===== src/rtl/joybus_pkg.sv =====
// joybus_pkg: JOYBUS command/status constants and the command arbiter state encoding.
package joybus_pkg;

  localparam logic [7:0] JB_CMD_STATUS = 8'h00;
  localparam logic [7:0] JB_CMD_POLL   = 8'h01;
  localparam logic [7:0] JB_CMD_RESET  = 8'hFF;

  localparam logic [7:0] JB_STATUS_OK  = 8'h05;

  typedef enum logic [2:0] {
    IDLE    = 3'd0,
    ISSUE   = 3'd1,
    WAIT_TX = 3'd2,
    WAIT_RX = 3'd3,
    GAP     = 3'd4
  } arb_state_e;

endpackage


===== src/rtl/jb_rr_pick.sv =====
// jb_rr_pick: combinational round-robin picker; the first requester after ptr (with wrap) wins.
module jb_rr_pick
  import joybus_pkg::*;
#(
  parameter int NUM_REQ = 3
) (
  input  logic [NUM_REQ-1:0]         req,
  input  logic [$clog2(NUM_REQ)-1:0] ptr,
  output logic [NUM_REQ-1:0]         gnt,
  output logic [$clog2(NUM_REQ)-1:0] idx
);

  localparam int IW = $clog2(NUM_REQ);

  int dist_s;
  int best_s;

  // Pick the requester with the smallest rotational distance from ptr+1.
  always_comb begin
    gnt    = '0;
    idx    = '0;
    dist_s = 0;
    best_s = NUM_REQ;
    for (int j = 0; j < NUM_REQ; j++) begin
      dist_s = (j + NUM_REQ - 1 - int'(ptr)) % NUM_REQ;
      if (req[j] && (dist_s < best_s)) begin
        best_s = dist_s;
        idx    = IW'(j);
      end else begin
        best_s = best_s;
      end
    end
    if (|req) begin
      gnt[idx] = 1'b1;
    end else begin
      gnt = '0;
    end
  end

endmodule


===== src/rtl/joybus_cmd_arbiter.sv =====
// joybus_cmd_arbiter: round-robin sharing of one JOYBUS tx/rx engine among NUM_REQ requesters.
// Optional macro JB_ARB_STATS_EN adds saturating xact_cnt/tout_cnt outputs.
module joybus_cmd_arbiter
  import joybus_pkg::*;
#(
  parameter int NUM_REQ        = 3,
  parameter int TIMEOUT_CYCLES = 25000,
  parameter int GAP_CYCLES     = 50
) (
  input  logic                   clk,
  input  logic                   rst_n,
  input  logic [NUM_REQ-1:0]     req,
  input  logic [8*NUM_REQ-1:0]   req_cmd,
  output logic [NUM_REQ-1:0]     gnt,
  output logic [NUM_REQ-1:0]     rsp_vld,
  output logic                   rsp_err,
  output logic [7:0]             rsp_status,
  output logic [31:0]            rsp_data,
  output logic                   busy,
  output logic                   cmd_rdy,
  output logic [7:0]             cmd_data,
  input  logic                   tx_done,
  input  logic                   rx_done,
  input  logic [7:0]             rx_status,
  input  logic [31:0]            rx_data,
  output logic                   eng_abort
`ifdef JB_ARB_STATS_EN
  ,
  output logic [15:0]            xact_cnt,
  output logic [15:0]            tout_cnt
`endif
);

  localparam int IW = $clog2(NUM_REQ);
  localparam int TW = $clog2(TIMEOUT_CYCLES) + 1;
  localparam int GW = $clog2(GAP_CYCLES) + 1;
  localparam logic [TW-1:0] TMO_LAST = TW'(TIMEOUT_CYCLES - 1);
  localparam logic [GW-1:0] GAP_LAST = GW'(GAP_CYCLES - 1);

  arb_state_e         state_r, state_s;
  logic [IW-1:0]      ptr_r, ptr_s, owner_r, owner_s, pick_idx_s;
  logic [NUM_REQ-1:0] pick_gnt_s;
  logic [7:0]         cmd_sel_s;
  logic [TW-1:0]      tmo_cnt_r, tmo_cnt_s;
  logic [GW-1:0]      gap_cnt_r, gap_cnt_s;
  logic               fin_ok_s, fin_err_s;

  logic [NUM_REQ-1:0] gnt_r, gnt_s, rsp_vld_r, rsp_vld_s;
  logic               rsp_err_r, rsp_err_s, busy_r, busy_s;
  logic               cmd_rdy_r, cmd_rdy_s, eng_abort_r, eng_abort_s;
  logic [7:0]         rsp_status_r, rsp_status_s, cmd_data_r, cmd_data_s;
  logic [31:0]        rsp_data_r, rsp_data_s;

  jb_rr_pick #(.NUM_REQ(NUM_REQ)) u_pick (
    .req (req),
    .ptr (ptr_r),
    .gnt (pick_gnt_s),
    .idx (pick_idx_s)
  );

  // Command byte of the requester the picker selected.
  always_comb begin
    cmd_sel_s = 8'h00;
    for (int i = 0; i < NUM_REQ; i++) begin
      if (pick_idx_s == IW'(i)) begin
        cmd_sel_s = req_cmd[8*i +: 8];
      end else begin
        cmd_sel_s = cmd_sel_s;
      end
    end
  end

  // Next-state logic; outputs are computed one cycle ahead and registered below.
  always_comb begin
    state_s      = state_r;
    ptr_s        = ptr_r;
    owner_s      = owner_r;
    tmo_cnt_s    = tmo_cnt_r;
    gap_cnt_s    = gap_cnt_r;
    gnt_s        = '0;
    cmd_rdy_s    = 1'b0;
    cmd_data_s   = 8'h00;
    rsp_vld_s    = '0;
    rsp_err_s    = 1'b0;
    rsp_status_s = rsp_status_r;
    rsp_data_s   = rsp_data_r;
    eng_abort_s  = 1'b0;
    fin_ok_s     = 1'b0;
    fin_err_s    = 1'b0;
    case (state_r)
      IDLE: begin
        if (|req) begin
          owner_s    = pick_idx_s;
          ptr_s      = pick_idx_s;
          tmo_cnt_s  = '0;
          gnt_s      = pick_gnt_s;
          cmd_rdy_s  = 1'b1;
          cmd_data_s = cmd_sel_s;
          state_s    = ISSUE;
        end else begin
          state_s = IDLE;
        end
      end
      ISSUE: begin
        tmo_cnt_s = tmo_cnt_r + TW'(1);
        state_s   = WAIT_TX;
      end
      WAIT_TX, WAIT_RX: begin
        // A response arriving on the timeout cycle still counts as a good one.
        if ((state_r == WAIT_RX) && rx_done) begin
          fin_ok_s = 1'b1;
        end else if (tmo_cnt_r >= TMO_LAST) begin
          fin_err_s = 1'b1;
        end else begin
          tmo_cnt_s = tmo_cnt_r + TW'(1);
          if ((state_r == WAIT_TX) && tx_done) begin
            state_s = WAIT_RX;
          end else begin
            state_s = state_r;
          end
        end
      end
      GAP: begin
        if (gap_cnt_r >= GAP_LAST) begin
          state_s = IDLE;
        end else begin
          gap_cnt_s = gap_cnt_r + GW'(1);
        end
      end
      default: begin
        state_s = IDLE;
      end
    endcase
    if (fin_ok_s || fin_err_s) begin
      rsp_vld_s    = NUM_REQ'(1) << owner_r;
      rsp_err_s    = fin_err_s;
      eng_abort_s  = fin_err_s;
      rsp_status_s = fin_ok_s ? rx_status : 8'h00;
      rsp_data_s   = fin_ok_s ? rx_data : 32'h0000_0000;
      gap_cnt_s    = '0;
      state_s      = (GAP_CYCLES == 0) ? IDLE : GAP;
    end else begin
      rsp_vld_s = '0;
    end
    busy_s = (state_s != IDLE);
  end

  // FSM state, round-robin pointer and cycle counters.
  always_ff @(posedge clk or negedge rst_n) begin
    if (!rst_n) begin
      state_r   <= IDLE;
      ptr_r     <= IW'(NUM_REQ - 1);
      owner_r   <= '0;
      tmo_cnt_r <= '0;
      gap_cnt_r <= '0;
    end else begin
      state_r   <= state_s;
      ptr_r     <= ptr_s;
      owner_r   <= owner_s;
      tmo_cnt_r <= tmo_cnt_s;
      gap_cnt_r <= gap_cnt_s;
    end
  end

  // Output registers.
  always_ff @(posedge clk or negedge rst_n) begin
    if (!rst_n) begin
      gnt_r        <= '0;
      rsp_vld_r    <= '0;
      rsp_err_r    <= 1'b0;
      rsp_status_r <= 8'h00;
      rsp_data_r   <= 32'h0000_0000;
      busy_r       <= 1'b0;
      cmd_rdy_r    <= 1'b0;
      cmd_data_r   <= 8'h00;
      eng_abort_r  <= 1'b0;
    end else begin
      gnt_r        <= gnt_s;
      rsp_vld_r    <= rsp_vld_s;
      rsp_err_r    <= rsp_err_s;
      rsp_status_r <= rsp_status_s;
      rsp_data_r   <= rsp_data_s;
      busy_r       <= busy_s;
      cmd_rdy_r    <= cmd_rdy_s;
      cmd_data_r   <= cmd_data_s;
      eng_abort_r  <= eng_abort_s;
    end
  end

  assign gnt        = gnt_r;
  assign rsp_vld    = rsp_vld_r;
  assign rsp_err    = rsp_err_r;
  assign rsp_status = rsp_status_r;
  assign rsp_data   = rsp_data_r;
  assign busy       = busy_r;
  assign cmd_rdy    = cmd_rdy_r;
  assign cmd_data   = cmd_data_r;
  assign eng_abort  = eng_abort_r;

`ifdef JB_ARB_STATS_EN
  logic [15:0] xact_cnt_r, tout_cnt_r;

  // Saturating good-transaction and timeout counters.
  always_ff @(posedge clk or negedge rst_n) begin
    if (!rst_n) begin
      xact_cnt_r <= 16'h0000;
      tout_cnt_r <= 16'h0000;
    end else begin
      if (fin_ok_s && (xact_cnt_r != 16'hFFFF)) begin
        xact_cnt_r <= xact_cnt_r + 16'd1;
      end
      if (fin_err_s && (tout_cnt_r != 16'hFFFF)) begin
        tout_cnt_r <= tout_cnt_r + 16'd1;
      end
    end
  end

  assign xact_cnt = xact_cnt_r;
  assign tout_cnt = tout_cnt_r;
`endif

endmodule


===== config.mk =====
export PLATFORM = sky130hd
export DESIGN_NAME = joybus_cmd_arbiter
export DESIGN_NICKNAME = d
export VERILOG_FILES = /design/src/rtl/joybus_pkg.sv /design/src/rtl/jb_rr_pick.sv /design/src/rtl/joybus_cmd_arbiter.sv
export SDC_FILE = /design/constraint.sdc
export NUM_CORES = 1
export LEC_CHECK = 0
export CORE_MARGIN = 4
export CORE_UTILIZATION = 40
export DETAILED_ROUTE_END_ITERATION = 8
export PLACE_DENSITY = 0.78
export REMOVE_ABC_BUFFERS = 1
export SETUP_SLACK_MARGIN = 0.05
export SKIP_LAST_GASP = 1
export SYNTH_ARGS = -nofsm -noshare
export SYNTH_HDL_FRONTEND = slang
export SYNTH_SLANG_ARGS = --single-unit

===== constraint.sdc =====
create_clock -name clk -period 6.2 [get_ports clk]
set_input_delay 1.55 -clock clk [delete_from_list [all_inputs] [get_ports clk]]
set_output_delay 1.55 -clock clk [all_outputs]
set_load 0.01 [all_outputs]

== Word-level counts from Yosys, hierarchy flattened ==
Cells that the tools add are included.

* Add/sub/neg operators: 5
* Divide/modulo/power cells: 3
* Magnitude comparators: 7
* Equality and inequality tests: 10
* Shift operators: 1
* Multiplexer cells: 38
* Reductions and logical operators: 17

{| class="wikitable"
|+ Operators by type and width
! operator !! number
|-
| modulo 32 x 3 -> 32 bit (second input constant) || 3
|-
| two-way mux 32 bit || 3
|-
| less-than comparator 32 bit || 2
|-
| two-way mux 16 bit || 3
|-
| two-way mux 8 bit || 6
|-
| one-hot mux 16 bit (3 select lines) || 1
|-
| less-than comparator 32 x 3 -> 1 bit (second input constant) || 1
|-
| two-way mux 3 bit || 8
|-
| two-way mux 7 bit || 3
|-
| adder 16 x 1 -> 16 bit (second input constant) || 1
|-
| >= comparator 16 x 15 -> 1 bit (second input constant) || 1
|-
| one-hot mux 3 bit (4 select lines) || 1
|-
| two-way mux 1 bit || 11
|-
| adder 7 x 1 -> 7 bit (second input constant) || 1
|-
| >= comparator 7 x 6 -> 1 bit (second input constant) || 1
|-
| equality test 3 x 2 -> 1 bit (second input constant) || 2
|-
| logical AND 1 bit || 6
|-
| inequality test 2 bit (second input constant) || 3
|-
| nonzero test 3 bit || 2
|-
| subtractor 2 x 2 -> 3 bit (first input constant) || 2
|-
| AND reduction 2 bit || 2
|-
| AND reduction 4 bit || 1
|-
| subtractor 3 x 2 -> 4 bit (first input constant) || 1
|-
| equality test 3 x 1 -> 1 bit (second input constant) || 1
|-
| other kinds (15) || 15
|}

* Register bits after elaboration: 87
* Input port bits: 71
* Output and inout port bits: 58
* Word-level logic and storage cells: 94

== Depth between registers and ports, before layout ==
Gate-level depths: netlist of run 1.

* Word-level depth: 17
* Gate-level depth with buffers: 28
* Gate-level depth less buffers: 23

== Cells and area by module ==
A second synthesis of run 1 with hierarchy kept.

* Cells, all modules: 588
* Area, all modules: 5474.0 um2

{| class="wikitable"
|+ Modules (own cells, without submodules)
! module !! instances !! cells each !! area each (um2) !! sequential area each (um2)
|-
| joybus_cmd_arbiter || 1 || 321 || 3585.9 || 2153.3
|-
| jb_rr_pick || 1 || 267 || 1888.1 || 0.0
|}

== Worst setup path after synthesis of run 1 ==
No wires, ideal clock.

* Kind: register to register
* From: reg ptr_r[0]
* To: reg owner_r[1]
* Library setup time: 121 ps
* Arrival time: 5052 ps
* Data required time: 6079 ps
* Path slack: 1027 ps
* Stages on the path, launching flop included: 27
* Path buffers: 5
* Clock period less this slack: 5173 ps
* Path through: dfrtp_1 inv_1 ha_1 buf_2 and2_4 buf_6 nand2_1 ha_1 clkbuf_1 a211oi_1 o41ai_2 nand2_1 o211ai_1 nand3_1 o211a_2 o31ai_4 buf_6 o21ai_0 ha_1 o21ai_0 nand2_1 a41oi_1 mux2_2 nand2_1 clkbuf_1 nand2_1 a22o_1

* Cells in the longest elaborated chain, start to end: 11

{| class="wikitable"
|+ Ends and longest elaborated chain
! what !! line !! text
|-
| start: declaration || joybus_cmd_arbiter.sv:41 || <nowiki>logic [IW-1:0] ptr_r, ptr_s, owner_r, owner_s, pick_idx_s;</nowiki>
|-
| start signal: assignment || joybus_cmd_arbiter.sv:152 || <nowiki>ptr_r <= IW'(NUM_REQ - 1);</nowiki>
|-
| start signal: assignment || joybus_cmd_arbiter.sv:158 || <nowiki>ptr_r <= ptr_s;</nowiki>
|-
| subtractor 2 x 2 -> 3 bit || jb_rr_pick.sv:25 || <nowiki>dist_s = (j + NUM_REQ - 1 - int'(ptr)) % NUM_REQ;</nowiki>
|-
| modulo 32 x 3 -> 32 bit || jb_rr_pick.sv:25 ||
|-
| less-than comparator 32 x 3 -> 1 bit || jb_rr_pick.sv:26 || <nowiki>if (req[j] && (dist_s < best_s)) begin</nowiki>
|-
| logical AND 1 bit || jb_rr_pick.sv:26 ||
|-
| two-way mux 32 bit || jb_rr_pick.sv:26 ||
|-
| less-than comparator 32 bit || jb_rr_pick.sv:26 ||
|-
| logical AND 1 bit || jb_rr_pick.sv:26 ||
|-
| two-way mux 32 bit || jb_rr_pick.sv:26 ||
|-
| less-than comparator 32 bit * || jb_rr_pick.sv:26 ||
|-
| logical AND 1 bit * || jb_rr_pick.sv:26 ||
|-
| two-way mux 2 bit * || jb_rr_pick.sv:26 ||
|-
| end signal: assignment || joybus_cmd_arbiter.sv:159 || <nowiki>owner_r <= owner_s;</nowiki>
|-
| end: declaration || joybus_cmd_arbiter.sv:41 ||
|}

Every way passes the cells marked *; elsewhere a longest branch is shown, timed or not.
A chain may end at the register's enable or synchronous reset.

== Final worst setup path of run 1 ==
* From: reg ptr_r[0]
* To: reg cmd_data_r[2], in the netlist cmd_data[2]

* Cells in the longest elaborated chain, start to end: 17

{| class="wikitable"
|+ Ends and longest elaborated chain
! what !! line !! text
|-
| subtractor 2 x 2 -> 3 bit || jb_rr_pick.sv:25 ||
|-
| modulo 32 x 3 -> 32 bit || jb_rr_pick.sv:25 ||
|-
| less-than comparator 32 x 3 -> 1 bit || jb_rr_pick.sv:26 ||
|-
| logical AND 1 bit || jb_rr_pick.sv:26 ||
|-
| two-way mux 32 bit || jb_rr_pick.sv:26 ||
|-
| less-than comparator 32 bit || jb_rr_pick.sv:26 ||
|-
| logical AND 1 bit || jb_rr_pick.sv:26 ||
|-
| two-way mux 32 bit || jb_rr_pick.sv:26 ||
|-
| less-than comparator 32 bit || jb_rr_pick.sv:26 ||
|-
| logical AND 1 bit || jb_rr_pick.sv:26 ||
|-
| two-way mux 2 bit * || jb_rr_pick.sv:26 ||
|-
| zero test 2 bit || joybus_cmd_arbiter.sv:65 || <nowiki>if (pick_idx_s == IW'(i)) begin</nowiki>
|-
| two-way mux 8 bit (2 in a row) || joybus_cmd_arbiter.sv:65 ||
|-
| two-way mux 8 bit * || joybus_cmd_arbiter.sv:65 ||
|-
| two-way mux 8 bit * || joybus_cmd_arbiter.sv:92 || <nowiki>if (|req) begin</nowiki>
|-
| two-way mux 8 bit * || joybus_cmd_arbiter.sv:90 || <nowiki>case (state_r)</nowiki>
|-
| net cmd_data_s[2] || joybus_cmd_arbiter.sv:51 || <nowiki>logic [7:0] rsp_status_r, rsp_status_s, cmd_data_r, cmd_data_s;</nowiki>
|-
| end signal: assignment || joybus_cmd_arbiter.sv:185 || <nowiki>cmd_data_r <= cmd_data_s;</nowiki>
|-
| end: declaration || joybus_cmd_arbiter.sv:51 ||
|}

Mark *: on every way through the listed nets, which the timed path passes. The rest lies on a longest branch.

==> results by stage, run 1 <==
Layout:
- Registers take 2150 um2.
- Of the cells placed in the final design, the portion with a size suffix greater than 1 is 7.12%.
- After the flow finishes, the layout carries non-filler instances totaling 821.
- The most common cell after layout, fill and taps aside is sky130_fd_sc_hd__clkdlybuf4s50_1.
- The synthesis-to-finish area growth is 34.2%.
- The top cell types in the final layout, fill and taps aside, are 127 x sky130_fd_sc_hd__clkdlybuf4s50_1, 116 x sky130_fd_sc_hd__nand2_1, 85 x sky130_fd_sc_hd__dfrtp_1, 62 x sky130_fd_sc_hd__o21ai_0, 32 x sky130_fd_sc_hd__nor2_1.
- The layout net count is 761.
- The multi-input logic area is 2520 um2.
- The filler cells instantiated in the layout total 1057.
- The number of antenna diodes in the final layout is 0.

Critical path:
- The beginning of the critical path is ptr_r[0].
- The critical path is of the reg2reg type.
- The worst register-to-register path ends at cmd_data[2].
- Measured in cells, the most critical reg-to-reg path has a length of 21.
- Along the worst path, the maximum fanout reaches 16.
- STA classifies the critical path endpoint as a flop.
- The worst endpoint required time is 6.43 ns.
- The longest individual stage delay on the worst path is 0.46 ns.
- Data arrives at the worst endpoint at 5.83 ns.
- The worst register-to-register path has a setup slack of 0.60 ns.
- STA classifies the critical path startpoint as a flop.
- The critical path goes through inv_1 -> ha_1 -> nand2_2 -> clkinvlp_4 -> ha_4 -> inv_1 -> nor2_4 -> a32oi_1 -> a211oi_1 -> nor3_2 -> xnor2_1 -> o211a_2 -> o31ai_4 -> o21ai_0 -> ha_1 -> a2111oi_0 -> o21ai_0 -> nor3_1 -> o31ai_2 -> and2_1 -> a211oi_1.
- The startpoint identified for the worst register-to-register timing path is ptr_r[0].
- The most critical setup path has its endpoint at cmd_data[2].
- The critical-path cell with the highest stage delay is sky130_fd_sc_hd__dfrtp_1.

Synth:
- The fraction of the yosys area taken by sequential cells is 44.1%.
- The count of yosys warnings during synthesis is 0.
- After synthesis, the mean cell area works out to 8.76 um2.
- The count of distinct cell types in the synthesized netlist is 64.
- The number of flip-flops and latches in the synthesized netlist is 86.
- In the synthesized netlist the dominant register cell turns out to be sky130_fd_sc_hd__dfrtp_1.
- The post-synthesis instance total is 557.
- Counting flops with a built-in enable in the synthesized netlist gives 0.
- The mapped netlist covers 4880 um2.
- Of all flip-flops after synthesis, the portion carrying an async set or reset was 100%.

Floorplan:
- The number of top-level design ports is 129.
- Measured along the y axis, the die boundary spans 118 um.
- The initial core utilization is 40.8%.
- The die outline width is 118 um.
- The standard cell core area is 12000 um2.
- The die area is 14000 um2.
- The floorplan has 40 rows.

Power and ir drop:
- The power per unit of standard cell area is 410 nW/um2.
- Overall power consumption after layout is estimated at 2.69 mW.
- The maximum ir drop on the vdd rail is 0.162 mV.
- The leakage power total is 2.76 nW.

GRT:
- The pin count of the biggest net entering global routing is 87.
- The global-route total usage across every layer is 19.8%.
- The met1 track demand over resource is 25.1%.
- The most heavily used metal layer in global routing is met2.
- Global routing consumed, on the met2 layer, 33.0% of the routing resources.
- The number of antenna violations at the first check in global routing came to 0.
- The first global-routing pass estimated 22.9 mm of wire.
- The remaining global-route overflow is 0.
- The via count of the first global-routing pass came to 4567.
- The global routing usage on met3 is 5.02%.

STA:
- For the pin with the worst max-slew slack, the measured transition is 1.07 ns.
- The number of hold violations in the final report came to 0.
- Setup total negative slack on the finished layout was measured at 0 ns.
- Setup violations remaining at the end of the flow were counted as 0.
- The final critical path takes up 90.3% of the cycle.
- The final worst slack is 0.602 ns.
- After layout, the minimum clock period comes to 5.60 ns.
- For the final database, setup skew stands at 0.00902 ns.
- The fmax is 0.179 GHz.
- Headroom to the max-slew limit came out at 28.7%.
- Setup repair after global routing left no endpoint under its margin.
- The final-report max-slew violation count is 0.

Routing:
- The final routed wirelength across all metal layers is 14.0 mm.
- The number of detailed-routing iterations run before antenna repair is 5.
- After detailed routing, the average wire length per cell comes to 17.0 um.
- The number of DRC markers after the initial detailed-route iteration is 344.
- For this run, design rule violations remaining after detail routing come to 0.
- The detail route stage leaves a number of antenna-violating nets equal to 0.
- The vias after detailed routing is 4540.
- The via density per instance is 5.53.

Status:
- The flow ran to the end, and the final reports show no timing, DRC or antenna violations.

Placed design:
- The count of placed standard cells including taps is 805.
- Once detailed placement completed, the half-perimeter wirelength came to 10.1 mm.
- Prior to clock tree synthesis, the placed netlist has a worst setup slack of 0.334 ns.
- Routability-driven placement finished with a final weighted congestion of 0.915.
- Buffers placed on the I/O ports in this run total 128.

Clock tree:
- The number of buffers on the longest clock path is 2.
- For the worst-skew pair, the clock arrives at the later sink with an insertion delay of 0.34 ns.
- The number of H-tree branching levels is 3.
- TritonCTS built the clock tree.
- The clock drives 86 sinks.
- After clock tree synthesis, the clock-pin slew on the worst setup and hold paths is 0.06 ns.
- The TritonCTS buffer count is 9.
- The tree is rooted in a sky130_fd_sc_hd__clkbuf_16.
- The setup fix buffers added after clock tree synthesis is 0.

Hold path:
- The worst hold path belongs to the class reg2reg.

Flow run:
- Max-cap violations in this run came to 0.
-- per-layer routing --
metal | share of wire (%) | vias to the layer above
met4 | 1.4 | 0
li1 | - | 2182
met2 | 48 | 160
met3 | 7.0 | 20
met5 | 0 | -
met1 | 43 | 2178
-- worst max-delay path, delay by kind of cell (launching register included) --
family	cells	cell delay, ns
AO/OA/AOI/OAI	9	2.23
XOR/XNOR	1	0.16
adder cells (fa/ha/maj)	3	0.94
flip-flops	1	0.46
buffers and inverters	3	0.61
AND/OR/NAND/NOR	5	1.07
-- flip-flops by register name (all words and copies together), names as in the netlist --
| name | flops |
|---|---|
| gnt | 3 |
| rsp_status | 8 |
| rsp_data | 32 |
| eng_abort | 1 |
| gap_cnt_r | 7 |
| tmo_cnt_r | 16 |
| cmd_data | 8 |
| busy | 1 |
| ptr_r | 2 |
| state_r | 3 |
| rsp_vld | 3 |
| cmd_rdy | 1 |
| owner_r | 1 |
-- synthesized netlist by cell type (all sizes together), types with 3 or more instances --
cell,n,share of area [%]
o31ai,4,0.90
a221oi,3,0.54
nand2b,4,0.56
clkbuf,22,1.7
nor3,14,1.5
mux2i,9,1.8
and3,7,0.90
or2,3,0.38
ha,21,5.4
nand2,117,9.0
and2,9,1.2
or3,5,0.64
buf,13,1.9
o211ai,3,0.46
nor2b,4,0.51
dfrtp,85,44
o22ai,3,0.38
nand4,5,0.64
nand3,14,1.4
inv,14,1.1
a31oi,7,0.90
nor4,4,0.51
xor2,11,2.0
o21ai,63,6.5
a211oi,19,3.1
nor2,34,2.7
a21oi,19,1.9
xnor2,5,0.90
a21o,4,0.62
-- power breakdown --
| part | switching, mW | internal, mW |
|---|---|---|
| Combinational | 0.692 | 0.598 |
| Sequential | 0.122 | 0.757 |
| Clock | 0.229 | 0.288 |
-- logic make-up after synthesis --
group,count (synthesis),synth area share (%)
AO/OA/AOI/OAI,143,18.7
XOR/XNOR,16,2.87
adder cells (fa/ha/maj),22,5.61
buffers and inverters,50,4.79
flip-flops,86,44.1
multiplexers,11,2.31
AND/OR/NAND/NOR,229,21.6
-- stage by stage --
stage / hold WS [ns] / area [um2] / utilization [%]
3_3_place_gp: 0.464 / 6230 / 52.1
3_5_place_dp: 0.469 / 6230 / 52.1
2_1_floorplan: 0.444 / 4700 / -
6_report: 0.511 / 6550 / 54.8
5_1_grt: 0.543 / 6550 / 54.8
4_1_cts: 0.499 / 6530 / 54.6
-- area by class of cell --
cell class	instances	share of cell area, %
multi-input combinational	421	38.5
sequential	86	32.9
timing repair buffer	136	20.4
clock buffer	10	3.65
tap	147	2.81
inverter	15	0.917
clock inverter	6	0.802
-- worst min path at each step --
stage	from	to	slack, ns	cells after the start
2_1_floorplan	owner_r[1]	rsp_vld[0]	0.44	1
4_1_cts	gap_cnt_r[6]	gap_cnt_r[6]	0.50	1
3_5_place_dp	gap_cnt_r[6]	gap_cnt_r[6]	0.47	1
6_report	gap_cnt_r[6]	gap_cnt_r[6]	0.51	1
3_3_place_gp	gap_cnt_r[6]	gap_cnt_r[6]	0.46	1
5_1_grt	owner_r[1]	rsp_vld[0]	0.54	1
-- what timing repair did --
item                                    CTS  global route
endpoints found under the setup margin    0            14
resized for setup                         0             5
hold buffers                              0             0
Power figures use the tool's default switching activity.
==> inputs of run 2 (changes only) <==
==> constraint.sdc (replaced) <==
create_clock -name clk -period 5.4 [get_ports clk]
set_input_delay 1.35 -clock clk [delete_from_list [all_inputs] [get_ports clk]]
set_output_delay 1.35 -clock clk [all_outputs]
set_load 0.01 [all_outputs]
==> results by stage, run 2 (synthesis gave the netlist of run 1 again) <==
Clock tree:
- The H-tree generated during clock tree synthesis spans 3 levels.
- TritonCTS built the clock tree.
- The buffer type at the clock tree root is sky130_fd_sc_hd__clkbuf_16.
- At the later pin of the worst-skew pair, clock insertion delay measures 0.34 ns.
- Clock-pin slew was measured on the worst setup and hold paths at 0.06 ns.
- The clock drives 86 sinks.
- The TritonCTS buffer count is 9.
- The setup fix buffers added after clock tree synthesis is 0.
- For this design, the CTS-stage hold fixing added 0 buffers.
- The clock passes through at most 2 buffers.

Hold path:
- Counting instances, the worst hold path has a depth of 1.
- The startpoint of the most critical hold path is gap_cnt_r[6].
- The worst min-delay path class is reg2reg.

Power and ir drop:
- The power per unit of standard cell area is 475 nW/um2.
- The power dissipated by switching net loads is 1.19 mW.
- The maximum ir drop on the vdd rail is 0.189 mV.
- In this run, the combinational gates consume 47.6% of the power.
- Internal power comes to 1.96 mW.
- The clock network burns 20.4% of the power.
- The register share of total power is 32.0%.
- The leakage power total is 2.83 nW.
- The share of total power consumed by net switching is 37.8%.

Floorplan:
- From left edge to right edge, the die measures 118 um.
- The floorplan step defined a die boundary enclosing 14000 um2.
- The standard cell core area is 12000 um2.
- After floorplanning, the core was divided into 40 placement rows.
- Once the floorplan was initialized, standard cells occupied 40.8% of the core.
- The number of top-level design ports is 129.
- The die extent in y is 118 um.

Routing:
- The final routed wirelength across all metal layers is 13.9 mm.
- Across all layers, the routed design uses 4616 vias.
- After detailed routing, the number of remaining DRC violations is 0.
- The detailed-route wire length per cell is 16.7 um.
- The via density per instance is 5.56.
- The count of nets left with antenna violations after detail routing is 0.
- The first routing iteration left 401 violations.
- The number of detailed-routing iterations run before antenna repair is 5.

STA:
- The final cycle utilization of the critical path is 92.4%.
- The final-report max-slew violation count is 0.
- In this run the tightest slew margin relative to its limit is 30.2%.
- The clock arrives with 0.00596 ns of skew.
- The actual transition at the worst max-transition pin is 1.05 ns.
- Timing would allow up to 0.200 GHz.
- Setup repair after global routing could not meet its margin everywhere.
- The worst hold slack is 0.497 ns.
- Setup violations remaining at the end of the flow were counted as 0.
- The total negative setup slack is 0 ns.
- The number of hold violations in the final report came to 0.
- The post-layout minimum cycle time is 4.99 ns.

Layout:
- In the layout the commonest cells are 127 x sky130_fd_sc_hd__clkdlybuf4s50_1, 116 x sky130_fd_sc_hd__nand2_1, 85 x sky130_fd_sc_hd__dfrtp_1, 62 x sky130_fd_sc_hd__o21ai_0, 32 x sky130_fd_sc_hd__nor2_1.
- For this run, the post-layout net count is 770.
- The share of layout cells above drive strength 1 is 8.64%.
- The share of the core filled with cells in the final layout is 55.5%.
- Counting the fill cells in the layout gives 1024.
- The total inserted antenna cells is 0.
- From synthesis to final layout, the design area changed by 36.0%.
- The flip-flop count of the largest register after layout is 32.
- The library cell used most frequently in the layout, excluding fill and tap cells, is sky130_fd_sc_hd__clkdlybuf4s50_1.

Critical path:
- STA classifies the critical path startpoint as a flop.
- In this run the worst setup path begins at ptr_r[1].
- The startpoint of the most critical register-to-register path is ptr_r[1].
- The most repeated library cell on the critical path is sky130_fd_sc_hd__o21ai_0.
- Traced cell by cell, the critical path runs through ha_2 -> and2_4 -> nand2_1 -> ha_2 -> buf_4 -> nor2b_1 -> o21ai_0 -> o32ai_1 -> a21o_1 -> nand3_1 -> xnor2_1 -> o211a_2 -> o31ai_4 -> o21ai_0 -> ha_1 -> a2111oi_1 -> o21ai_0 -> nor3_1 -> o31ai_1 -> and2_1 -> a211oi_1.
- For the worst setup path, the data required time is 5.64 ns.
- The critical-path cell with the highest stage delay is sky130_fd_sc_hd__dfstp_2.
- Data arrives at the worst endpoint at 5.23 ns.
- For the worst flop-to-flop path, the logic depth is 21.
- In this design, the stage delay of the slowest critical-path cell is 0.60 ns.
- Along the worst path, the maximum fanout reaches 12.
- The kind of end point of the critical path is a flop.
- The critical path is of the reg2reg type.
- The total number of cells along the worst setup path is 21.
- Together, buffers and inverters on the worst path number 1.
- The kind of cell adding the most delay to the critical path is compound AO/OA/AOI/OAI gates.

GRT:
- The pin count of the biggest net entering global routing is 87.
- The via count of the first global-routing pass is 4452.
- The remaining global-route overflow is 0.
- The global-route total usage across every layer is 19.5%.
- The number of antenna violations at the first check in global routing is 0.
- The first global-routing pass estimated 22.6 mm of wire.

Placed design:
- Input and output buffers added on the ports amount to 128.
- Routability-driven placement finished with a final weighted congestion of 0.919.
- The half-perimeter wire length after detailed placement is 10.2 mm.

Status:
- The flow ran to the end, and the final reports show no timing, DRC or antenna violations.

Flow run:
- The reported max-cap violation count is 0.
==> run 2: layer usage <==
metal	track usage, %	share of wire, %	vias up
met3	4.64	6.8	22
li1	-	-	2197
met4	5.87	1.7	0
met5	0	0	-
met1	25.5	44	2215
met2	32.3	48	182
==> run 2: cell type report <==
type / instances / area, um2 / share of cell area, %
Clock buffer: 11 / 253 / 3.81
Inverter: 15 / 56.3 / 0.848
Clock inverter: 5 / 63.8 / 0.961
Sequential cell: 86 / 2150 / 32.4
Timing Repair Buffer: 145 / 1410 / 21.2
Tap cell: 147 / 184 / 2.77
Multi-Input combinational cell: 421 / 2520 / 38.0
==> run 2: timing repair <==
item / in CTS / in global routing
endpoints found under the setup margin: 0 / 14
gates resized for setup: 0 / 6
endpoints found under the hold margin: 0 / 0
==> run 2: worst paths after layout <==
kind	endpoint	slack, ns
worst max-delay path	cmd_data[4]	0.41
worst min-delay path	gap_cnt_r[6]	0.50
worst max register to register	cmd_data[4]	0.41
worst min register to register	gap_cnt_r[6]	0.50
max in group asynchronous	tmo_cnt_r[2]	3.53
min in group asynchronous	rsp_status[1]	1.18
==> run 2: through the flow <==
step,area [um2],std cells,setup WS (ns),power [mW]
after floorplan,4700,522,0.0360,1.79
after global routing,6640,830,0.00298,3.38
after global placement,6300,814,0.452,2.45
after detailed placement,6300,814,0.370,2.51
final,6640,830,0.410,3.16
after CTS,6620,830,0.358,3.16
==> run 2: power groups by stage <==
| stage | registers [mW] | logic [mW] | clock network, mW |
|---|---|---|---|
| floorplan | 1.08 | 0.705 | 0 |
| global placement | 1.01 | 1.44 | 0 |
| detailed placement | 1.02 | 1.49 | 0 |
| CTS | 1.01 | 1.50 | 0.649 |
| global route | 1.04 | 1.65 | 0.683 |
| finish | 1.01 | 1.50 | 0.644 |
==> inputs of run 3 (changes only) <==
==> constraint.sdc (replaced) <==
create_clock -name clk -period 5.4 [get_ports clk]
set_input_delay 0.81 -clock clk [delete_from_list [all_inputs] [get_ports clk]]
set_output_delay 0.81 -clock clk [all_outputs]
set_load 0.01 [all_outputs]
==> results by stage, run 3 (synthesis gave the netlist of run 1 again) <==
Status:
- The run finished with clean final reports.

Power and ir drop:
- The internal power is 1.94 mW.
- The design draws 3.12 mW.
- The proportion of power drawn by the clock network is 19.4%.
- The maximum ir drop on the vdd rail is 0.230 mV.
- Summed over all nets, the switching power comes to 1.18 mW.
- In this run, flip-flops and latches consume 32.4% of the power.
- In this run the power density over the cells is 472 nW/um2.
- In this run switching power makes up 37.9% of total power.
- Combinational cells account for 48.2% of the total power.
- In this run the static leakage power is 2.81 nW.

Clock tree:
- After clock tree synthesis, the flow added hold-fix buffers numbering 0.
- Buffers inserted during clock tree synthesis total 9.
- The setup fix buffers added after clock tree synthesis is 0.
- The clock latency reported for the late side of the worst-skew pair is 0.34 ns.
- The CTS sink count is 86.
- CTS built an H-tree with a depth of 3.
- The clock-pin slew on the worst setup and hold paths is 0.06 ns.
- TritonCTS built the clock tree.
- Post-CTS repair changed the size of 0 cells.
- The number of buffers on the longest clock path is 2.
- The buffer type at the clock tree root is sky130_fd_sc_hd__clkbuf_16.

GRT:
- In the global route stage, overall resource usage came out at 19.7%.
- Summed over all layers, the global routing overflow is 0.
- The first global-routing pass estimated 22.9 mm of wire.
- Entering global routing, the biggest net connects 87 pins.
- The number of antenna violations at the first check in global routing was 0.
- The via count of the first global-routing pass is 4482.

Layout:
- The final layout contains 770 nets.
- 0 antenna diodes ended up in the layout.
- The area of all placed cells without fillers is 6610 um2.
- The synthesis-to-finish area growth is 35.4%.
- The library cell used most frequently in the layout, excluding fill and tap cells, is sky130_fd_sc_hd__clkdlybuf4s50_1.
- In the layout the commonest cells are 127 x sky130_fd_sc_hd__clkdlybuf4s50_1, 116 x sky130_fd_sc_hd__nand2_1, 85 x sky130_fd_sc_hd__dfrtp_1, 62 x sky130_fd_sc_hd__o21ai_0, 32 x sky130_fd_sc_hd__nor2_1.
- For this run, the number of standard cells in the final layout without fillers is 830.
- The flip-flop count of the largest register after layout is 32.
- The share of the core filled with cells in the final layout is 55.3%.
- The share of layout cells above drive strength 1 is 8.05%.

Routing:
- The number of DRC markers after the initial detailed-route iteration is 404.
- The detailed-route wire length per cell is 17.0 um.
- The vias after detailed routing is 4631.
- After detailed routing, the number of remaining DRC violations is 0.
- The final routed wirelength across all metal layers is 14.1 mm.
- The count of nets left with antenna violations after detail routing is 0.
- The number of detailed-routing iterations run before antenna repair is 5.
- The via density per instance is 5.58.

Critical path:
- The type of element launching the critical path is a flop.
- The worst-case register-to-register setup slack is 0.40 ns.
- The reg-to-reg critical path endpoint is cmd_data[7].
- The total number of cells along the worst setup path is 22.
- On the worst path, the slowest cell contributes a delay of 0.60 ns.
- The critical path starts at ptr_r[1].
- The number of cells traversed by the worst register-to-register path is 22.
- The setup path with the least slack is of type reg2reg.
- Traced cell by cell, the critical path runs through ha_2 -> and2_4 -> nand2_1 -> ha_2 -> inv_1 -> nor2_4 -> buf_4 -> a221oi_1 -> o22ai_1 -> a31oi_1 -> o21ai_1 -> a211oi_2 -> o31ai_4 -> nand2_1 -> o21ai_0 -> ha_1 -> a2111oi_1 -> o21ai_0 -> nor3_1 -> o31ai_1 -> and2_1 -> a211oi_1.
- The endpoint of the worst setup timing path is cmd_data[7].
- The critical path buffer and inverter count is 2.
- The critical-path cell with the highest stage delay is sky130_fd_sc_hd__dfstp_2.
- STA puts the critical path data required time at 5.64 ns.
- The signal arrival time at the worst endpoint is 5.24 ns.
- In this design, the largest share of critical-path delay is due to compound AO/OA/AOI/OAI gates.
- The startpoint of the most critical register-to-register path is ptr_r[1].
- The worst setup path is captured at a flop.
- Of all nets on the critical path, the largest fanout is 12.

Placed design:
- Counting tap cells, the placed design contains a total of 814 instances.
- The number of port buffers is 128.
- Summed over all nets, the half-perimeter wirelength after detailed placement is 10.3 mm.
- Timing analysis after detailed placement gives a worst setup slack of 0.285 ns.
- After detailed placement, the total cell area comes to 6300 um2.
- The final RePlAce weighted congestion is 0.926.

STA:
- At the pin with the least slew margin, the transition time is 1.05 ns.
- The final-report max-slew violation count came to 0.
- The setup skew after layout is 0.00452 ns.
- The worst hold slack is 0.498 ns.
- After layout, the worst setup slack is 0.402 ns.
- Setup repair after global routing left no endpoint under its margin.
- Subtracting the final worst setup slack from the clock period gives 5.00 ns.
- The worst path uses 92.6% of the clock period.
- The number of hold violations in the final report came to 0.
- In the final timing run, aggregate negative setup slack is 0 ns.
- Static timing analysis puts the maximum clock frequency at 0.200 GHz.
- Setup violations remaining at the end of the flow were counted as 0.
- The worst pin sits at a relative slew slack of 29.0%.

Floorplan:
- The die extent in y is 118 um.
- The die outline width is 118 um.
- The initial core utilization is 40.8%.
- The die area is 14000 um2.
- In this run the standard cell core region covers 12000 um2.
- The number of top-level design ports is 129.
- The total number of placement rows is 40.

Hold path:
- The worst min-delay path class is reg2reg.

Flow run:
- The tool flagged a number of max-cap violations equal to 0.
==> run 3: layout make-up <==
| class | count | area (um2) |
|---|---|---|
| inverter | 15 | 56.3 |
| tap | 147 | 184 |
| fill | 1013 | 5350 |
| sequential | 86 | 2150 |
| clock buffer | 11 | 233 |
| timing repair buffer | 145 | 1410 |
| multi-input combinational | 421 | 2520 |
| clock inverter | 5 | 58.8 |
==> run 3: power by group through the flow <==
stage               Sequential, mW  Combinational (mW)  Clock (mW)
finish                        1.01                1.50       0.605
CTS                           1.01                1.50       0.614
detailed placement            1.02                1.49           0
global route                  1.04                1.65       0.644
global placement              1.01                1.44           0
floorplan                     1.08               0.705           0
==> run 3: how the worst min path moves through the flow <==
stage	from	end	slack (ns)	depth (start not counted)
5_1_grt	gap_cnt_r[6]	gap_cnt_r[6]	0.51	1
3_5_place_dp	gap_cnt_r[6]	gap_cnt_r[6]	0.47	1
2_1_floorplan	owner_r[1]	rsp_vld[0]	0.44	1
4_1_cts	gap_cnt_r[6]	gap_cnt_r[6]	0.50	1
6_report	gap_cnt_r[6]	gap_cnt_r[6]	0.50	1
3_3_place_gp	gap_cnt_r[6]	gap_cnt_r[6]	0.47	1
==> run 3: worst reg2reg max path, delay by kind of cell (launching register included) <==
family          cells  cell delay [ns]
flops               1             0.60
fa+ha+maj           3             0.86
compound gates     11             2.21
simple gates        6             0.84
buf+inv             2             0.40
==> run 3: layer usage <==
metal	vias to the layer above	share of wire [%]	GRT usage, %	routed length, um
met2	197	49	33.2	6900
li1	2208	-	-	-
met1	2204	43	25.1	6000
met3	22	6.8	5.02	953
met4	0	1.6	5.36	232
met5	-	0	0	0
